--- config.mk ---
export PLATFORM = sky130hd
export DESIGN_NAME = fir_mac_scheduler
export DESIGN_NICKNAME = d
export VERILOG_FILES = /design/src/rtl/fir_mac_scheduler.sv
export SDC_FILE = /design/constraint.sdc
export NUM_CORES = 1
export LEC_CHECK = 0
export ABC_AREA = 1
export CAP_MARGIN = 20
export CORE_UTILIZATION = 54
export DETAILED_ROUTE_END_ITERATION = 16
export GPL_TIMING_DRIVEN = 0
export PLACE_DENSITY_LB_ADDON = 0.1
export REMOVE_ABC_BUFFERS = 1
export SYNTH_ARGS = -nofsm -noshare
export SYNTH_HDL_FRONTEND = slang
export SYNTH_SLANG_ARGS = --single-unit
--- constraint.sdc ---
create_clock -name clock_i -period 4.7 [get_ports clock_i]
set_input_delay 0.705 -clock clock_i [delete_from_list [all_inputs] [get_ports clock_i]]
set_output_delay 0.705 -clock clock_i [all_outputs]
set_load 0.05 [all_outputs]
--- src/rtl/fir_mac_scheduler.sv ---
// rtl/fir_mac_scheduler.sv - round-robin job scheduler for one shared FIR MAC engine; optional watchdog via FIR_SCHED_TIMEOUT_EN
module fir_mac_scheduler #(
  parameter int N_REQ          = 3,
  parameter int SEL_W          = 2,
  parameter int TIMEOUT_CYCLES = 1024
) (
  input  logic             clock_i,
  input  logic             reset_i,
  input  logic [N_REQ-1:0] req_i,
  output logic [N_REQ-1:0] grant_o,
  output logic [N_REQ-1:0] ack_o,
  output logic [SEL_W-1:0] eng_sel_o,
  output logic             eng_start_o,
  input  logic             eng_done_i,
  output logic             busy_o,
  output logic             eng_abort_o,
  output logic             timeout_err_o
);

  typedef enum logic [1:0] {
    S_IDLE  = 2'd0,
    S_START = 2'd1,
    S_BUSY  = 2'd2,
    S_ACK   = 2'd3
  } state_t;

  // Parameter sanity: the owner index must fit eng_sel, and the watchdog limit must fit its 16-bit counter.
  if ((N_REQ < 2) || (N_REQ > 8) || ((1 << SEL_W) < N_REQ) ||
      (TIMEOUT_CYCLES < 1) || (TIMEOUT_CYCLES > 65536)) begin : g_bad_params
    $error("fir_mac_scheduler: illegal parameter combination");
  end

  state_t           state_q;
  logic [N_REQ-1:0] grant_q;
  logic [N_REQ-1:0] ack_q;
  logic [SEL_W-1:0] sel_q;
  logic [SEL_W-1:0] last_ptr_q;
  logic             start_q;
  logic             busy_q;

  // Arbiter results, only consumed in IDLE
  logic [2*N_REQ-1:0] req_rot_d;
  logic [2*N_REQ-1:0] req_shift_d;
  logic               pick_valid_d;
  int                 pick_sum_d;
  logic [SEL_W-1:0]   pick_idx_d;
  logic [N_REQ-1:0]   pick_oh_d;

  // Round-robin pick: rotate the doubled request vector so that bit 0 is the requester just after last_ptr,
  // then take the lowest set bit and map its offset back to an absolute index.
  always_comb begin
    req_rot_d    = {req_i, req_i} >> (int'(last_ptr_q) + 1);
    req_shift_d  = '0;
    pick_valid_d = 1'b0;
    pick_sum_d   = 0;
    pick_idx_d   = '0;
    for (int k = 0; k < N_REQ; k++) begin
      req_shift_d = req_rot_d >> k;
      if (!pick_valid_d && req_shift_d[0]) begin
        pick_valid_d = 1'b1;
        pick_sum_d   = int'(last_ptr_q) + 1 + k;
        if (pick_sum_d >= N_REQ) begin
          pick_sum_d = pick_sum_d - N_REQ;
        end
        pick_idx_d = SEL_W'(pick_sum_d);
      end
    end
    pick_oh_d = {{(N_REQ-1){1'b0}}, 1'b1} << pick_idx_d;
  end

`ifdef FIR_SCHED_TIMEOUT_EN
  logic [15:0] tmo_cnt_q;
  logic        abort_q;
  logic        terr_q;

  // Job sequencer with watchdog: grant, start, wait for done or timeout, acknowledge.
  always_ff @(posedge clock_i or posedge reset_i) begin
    if (reset_i) begin
      state_q    <= S_IDLE;
      grant_q    <= '0;
      ack_q      <= '0;
      sel_q      <= '0;
      last_ptr_q <= SEL_W'(N_REQ - 1);
      start_q    <= 1'b0;
      busy_q     <= 1'b0;
      tmo_cnt_q  <= '0;
      abort_q    <= 1'b0;
      terr_q     <= 1'b0;
    end else begin
      start_q <= 1'b0;
      ack_q   <= '0;
      abort_q <= 1'b0;
      case (state_q)
        S_IDLE: begin
          if (pick_valid_d) begin
            state_q <= S_START;
            grant_q <= pick_oh_d;
            sel_q   <= pick_idx_d;
            start_q <= 1'b1;
            busy_q  <= 1'b1;
          end
        end
        S_START: begin
          state_q   <= S_BUSY;
          tmo_cnt_q <= '0;
        end
        S_BUSY: begin
          // Completion wins over a limit reached in the same cycle.
          if (eng_done_i) begin
            state_q    <= S_ACK;
            ack_q      <= grant_q;
            last_ptr_q <= sel_q;
          end else if (tmo_cnt_q == 16'(TIMEOUT_CYCLES - 1)) begin
            state_q    <= S_ACK;
            ack_q      <= grant_q;
            last_ptr_q <= sel_q;
            abort_q    <= 1'b1;
            terr_q     <= 1'b1;
          end else begin
            tmo_cnt_q <= tmo_cnt_q + 16'd1;
          end
        end
        S_ACK: begin
          state_q <= S_IDLE;
          grant_q <= '0;
          busy_q  <= 1'b0;
        end
        default: state_q <= S_IDLE;
      endcase
    end
  end

  assign eng_abort_o   = abort_q;
  assign timeout_err_o = terr_q;
`else
  // Job sequencer: grant, start, wait for done, acknowledge.
  always_ff @(posedge clock_i or posedge reset_i) begin
    if (reset_i) begin
      state_q    <= S_IDLE;
      grant_q    <= '0;
      ack_q      <= '0;
      sel_q      <= '0;
      last_ptr_q <= SEL_W'(N_REQ - 1);
      start_q    <= 1'b0;
      busy_q     <= 1'b0;
    end else begin
      start_q <= 1'b0;
      ack_q   <= '0;
      case (state_q)
        S_IDLE: begin
          if (pick_valid_d) begin
            state_q <= S_START;
            grant_q <= pick_oh_d;
            sel_q   <= pick_idx_d;
            start_q <= 1'b1;
            busy_q  <= 1'b1;
          end
        end
        S_START: begin
          state_q <= S_BUSY;
        end
        S_BUSY: begin
          if (eng_done_i) begin
            state_q    <= S_ACK;
            ack_q      <= grant_q;
            last_ptr_q <= sel_q;
          end
        end
        S_ACK: begin
          state_q <= S_IDLE;
          grant_q <= '0;
          busy_q  <= 1'b0;
        end
        default: state_q <= S_IDLE;
      endcase
    end
  end

  assign eng_abort_o   = 1'b0;
  assign timeout_err_o = 1'b0;
`endif

  assign grant_o     = grant_q;
  assign ack_o       = ack_q;
  assign eng_sel_o   = sel_q;
  assign eng_start_o = start_q;
  assign busy_o      = busy_q;

endmodule

==> flow_summary.yaml <==
global_routing:
  antenna_found_initial: 0
  grt_start_max_net_pins: 15
  grt_pass1_vias: 642
  grt_pass1_wl_um: 2740
  track_usage_pct: 19.4
  grt.overflow.total: 0
yosys:
  syn_area_um2: 932
  synth_compound_area_share_pct: 5.91
  yosysTopAreaCellShare_pct: 34.9
  synthAdderAreaFrac_pct: 8.05
  synth_cell_types: 20
  synthCells: 114
  synth_area_leaders: "dfrtp_1, nand2_1, ha_1"
  synth_xor_area_share_pct: 0.940
  ys_seq_elements: 14
  synth_area_per_cell_um2: 8.18
  synth_mux_area_share_pct: 0
  ys_warn_count: 0
  synth_simple_gate_area_share_pct: 36.9
  synth_top_family_by_area: "simple AND/OR/NAND/NOR gates"
  yosysTopAreaCell: "dfrtp_1"
  synth_seq_area_share_pct: 37.7
clock_network:
  ctsResizeCount: 0
  clkLatencyLatePin_ns: 0.27
  cts_buffer_depth: 2
  cts_root_buffer: "clkbuf_4"
  clk_pin_slew_ns: 0.09
  cts_made_buffers: 3
  cts_tree: "done"
  cts_sinks: 14
  postCtsSetupBuffers: 0
  h-tree-depth: 1
  cts_hold_buf: 0
hold_path:
  hp-class: "register to register"
  whs_endpoint: "busy_o$_DFFE_PP0P_"
  hold_start: "busy_o$_DFFE_PP0P_"
  hold_path_depth: 2
power_and_ir_drop:
  p_sw_share_pct: 52.6
  power.net_switching_uw: 453
  ir_worst_vdd_mv: 0.395
  internal_power_uw: 408
  p_comb_share_pct: 64.7
  p_clk_share_pct: 10.0
  pwr-share-seq_pct: 25.3
  leakagePower_nw: 0.582
  power_density_nw_per_um2: 774
setup_path:
  cp_slowest_cell: "clkdlybuf4s50_1"
  r2r-start: "last_ptr_q[1]$_DFFE_PP1P_"
  cp_max_fo: 3
  cp.arrival_ns: 1.48
  reg2reg_depth: 7
  endpoint_kind: "primary output"
  crit_type: "register to primary output"
  cpPeakStageDelay_ns: 0.81
  r2r_end: "grant_o[0]$_DFFE_PP0P_"
  crit_buf_inv: 1
  crit_chain: "clkdlybuf4s50_1"
  ff2ff_setup_slack_ns: 2.97
  critPathTopFamily: "buffers and inverters"
  start_kind: "register"
  cp.required_ns: 3.99
final_layout:
  drive_gt1_share_pct: 19.8
  final_core_util_pct: 71.3
  final_cells: 147
  diodes: 0
  area_delta_synth_final_pct: 19.3
  final_nets: 144
  fin_area_um2: 1110
place:
  dp_hpwl_um: 1250
  dpl-instance-area_um2: 1080
  dpl.cell_count: 143
  port_buffers: 15
  gp_congestion: 0.808
floorplan:
  core-area_um2: 1560
  io_pins: 18
  start_util_pct: 59.8
  rows: 14
  die_x_um: 43.5
  dieHeight_um: 43.5
  dieArea_um2: 1900
timing:
  slew_headroom_pct: 64.3
  worst_pin_slew_ns: 0.536
  fin_crit_ns: 2.18
  setup_violations: 0
  rsz0062_at_grt: "no"
  fmax_ghz: 0.458
  fin_skew_ns: 0.00350
  drv_slew: 0
  finalSetupTns_ns: 0
  fin_crit_sh_pct: 46.4
  finalHoldViolCount: 0
routing:
  drtAntennaViolNets: 0
  routed_wl_um: 1550
  vias: 735
  wl_per_cell_um: 10.6
  via_per_inst: 5.00
  remaining_drc_errors: 0
  drtPass1Iterations: 3
  drt_iter0_drc: 6
status:
  status: "complete, no violations"
flow_run:
  max_cap_viol_count: 0
[cells in the final DEF, fill, tap and decap left out]
cell type / instances
a21oi_1: 3
nand2_1: 28
xnor2_1: 1
inv_1: 14
nand3_1: 13
clkdlybuf4s50_1: 15
inv_2: 3
dfstp_2: 1
clkbuf_8: 1
o21ai_2: 4
nand2_4: 3
ha_1: 6
nor2_2: 2
nand3_2: 4
clkbuf_4: 3
nand2_2: 3
nor2_1: 9
conb_1: 2
dfrtp_1: 13
o21ai_0: 1
nand3_4: 2
[cells in the mapped netlist, drive strengths merged]
library cell / n
conb: 1
dfstp: 1
nand3: 19
inv: 17
dfrtp: 13
nor2: 11
xnor2: 1
ha: 6
o21ai: 5
a21oi: 3
buf: 3
nand2: 34
[routing by layer]
layer	global-route usage, %	vias to the layer above	wire (um)
met1	26.3	333	755
met3	2.50	2	34
met4	7.50	0	25
met2	31.6	15	738
met5	0	-	0
li1	-	385	-
[stage by stage]
stage | hold WS [ns] | worst slack [ns] | power (mW)
3_5_place_dp | 0.501 | 2.52 | 0.781
6_report | 0.516 | 2.52 | 0.860
2_1_floorplan | 0.501 | 3.14 | 0.655
5_1_grt | 0.535 | 2.48 | 0.932
4_1_cts | 0.522 | 2.50 | 0.867
3_3_place_gp | 0.499 | 2.53 | 0.764
[how the worst max path moves through the flow]
| stage | depth (start not counted) | start | slack (ns) | end |
|---|---|---|---|---|
| after global placement | 9 | req_i[2] | 2.53 | grant_o[0]$_DFFE_PP0P_ |
| after detailed placement | 9 | req_i[2] | 2.52 | grant_o[0]$_DFFE_PP0P_ |
| after CTS | 1 | eng_sel_o[1]$_DFFE_PP0P_ | 2.50 | eng_sel_o[1] |
| final | 1 | eng_sel_o[1]$_DFFE_PP0P_ | 2.52 | eng_sel_o[1] |
| after global routing | 1 | eng_sel_o[1]$_DFFE_PP0P_ | 2.48 | eng_sel_o[1] |
| after floorplan | 7 | last_ptr_q[1]$_DFFE_PP1P_ | 3.14 | grant_o[1]$_DFFE_PP0P_ |
[power groups by stage]
stage | clock network, mW | registers [mW] | logic (mW)
global route | 0.0926 | 0.225 | 0.614
CTS | 0.0876 | 0.218 | 0.561
floorplan | 0 | 0.301 | 0.354
finish | 0.0862 | 0.217 | 0.557
global placement | 0 | 0.218 | 0.546
detailed placement | 0 | 0.220 | 0.561
[area by class of cell]
cell class	count	area, um^2
tap	16	20.0
sequential	14	352
multi-input combinational	81	490
clock buffer	4	36.3
timing repair buffer	15	150
fill	129	447
inverter	17	63.8
[sequential cells by signal, indices dropped and copies added, names as in the netlist]
register	cells
ack_o	3
grant_o	3
eng_sel_o	2
last_ptr_q	2
state_q	2
busy_o	1
eng_start_o	1
[cell families after synthesis]
family | count (synthesis)
fa+ha+maj | 6
simple gates | 64
compound gates | 8
other cells | 1
buf+inv | 20
xor+xnor | 1
flops | 14
Power figures use the tool's default switching activity.
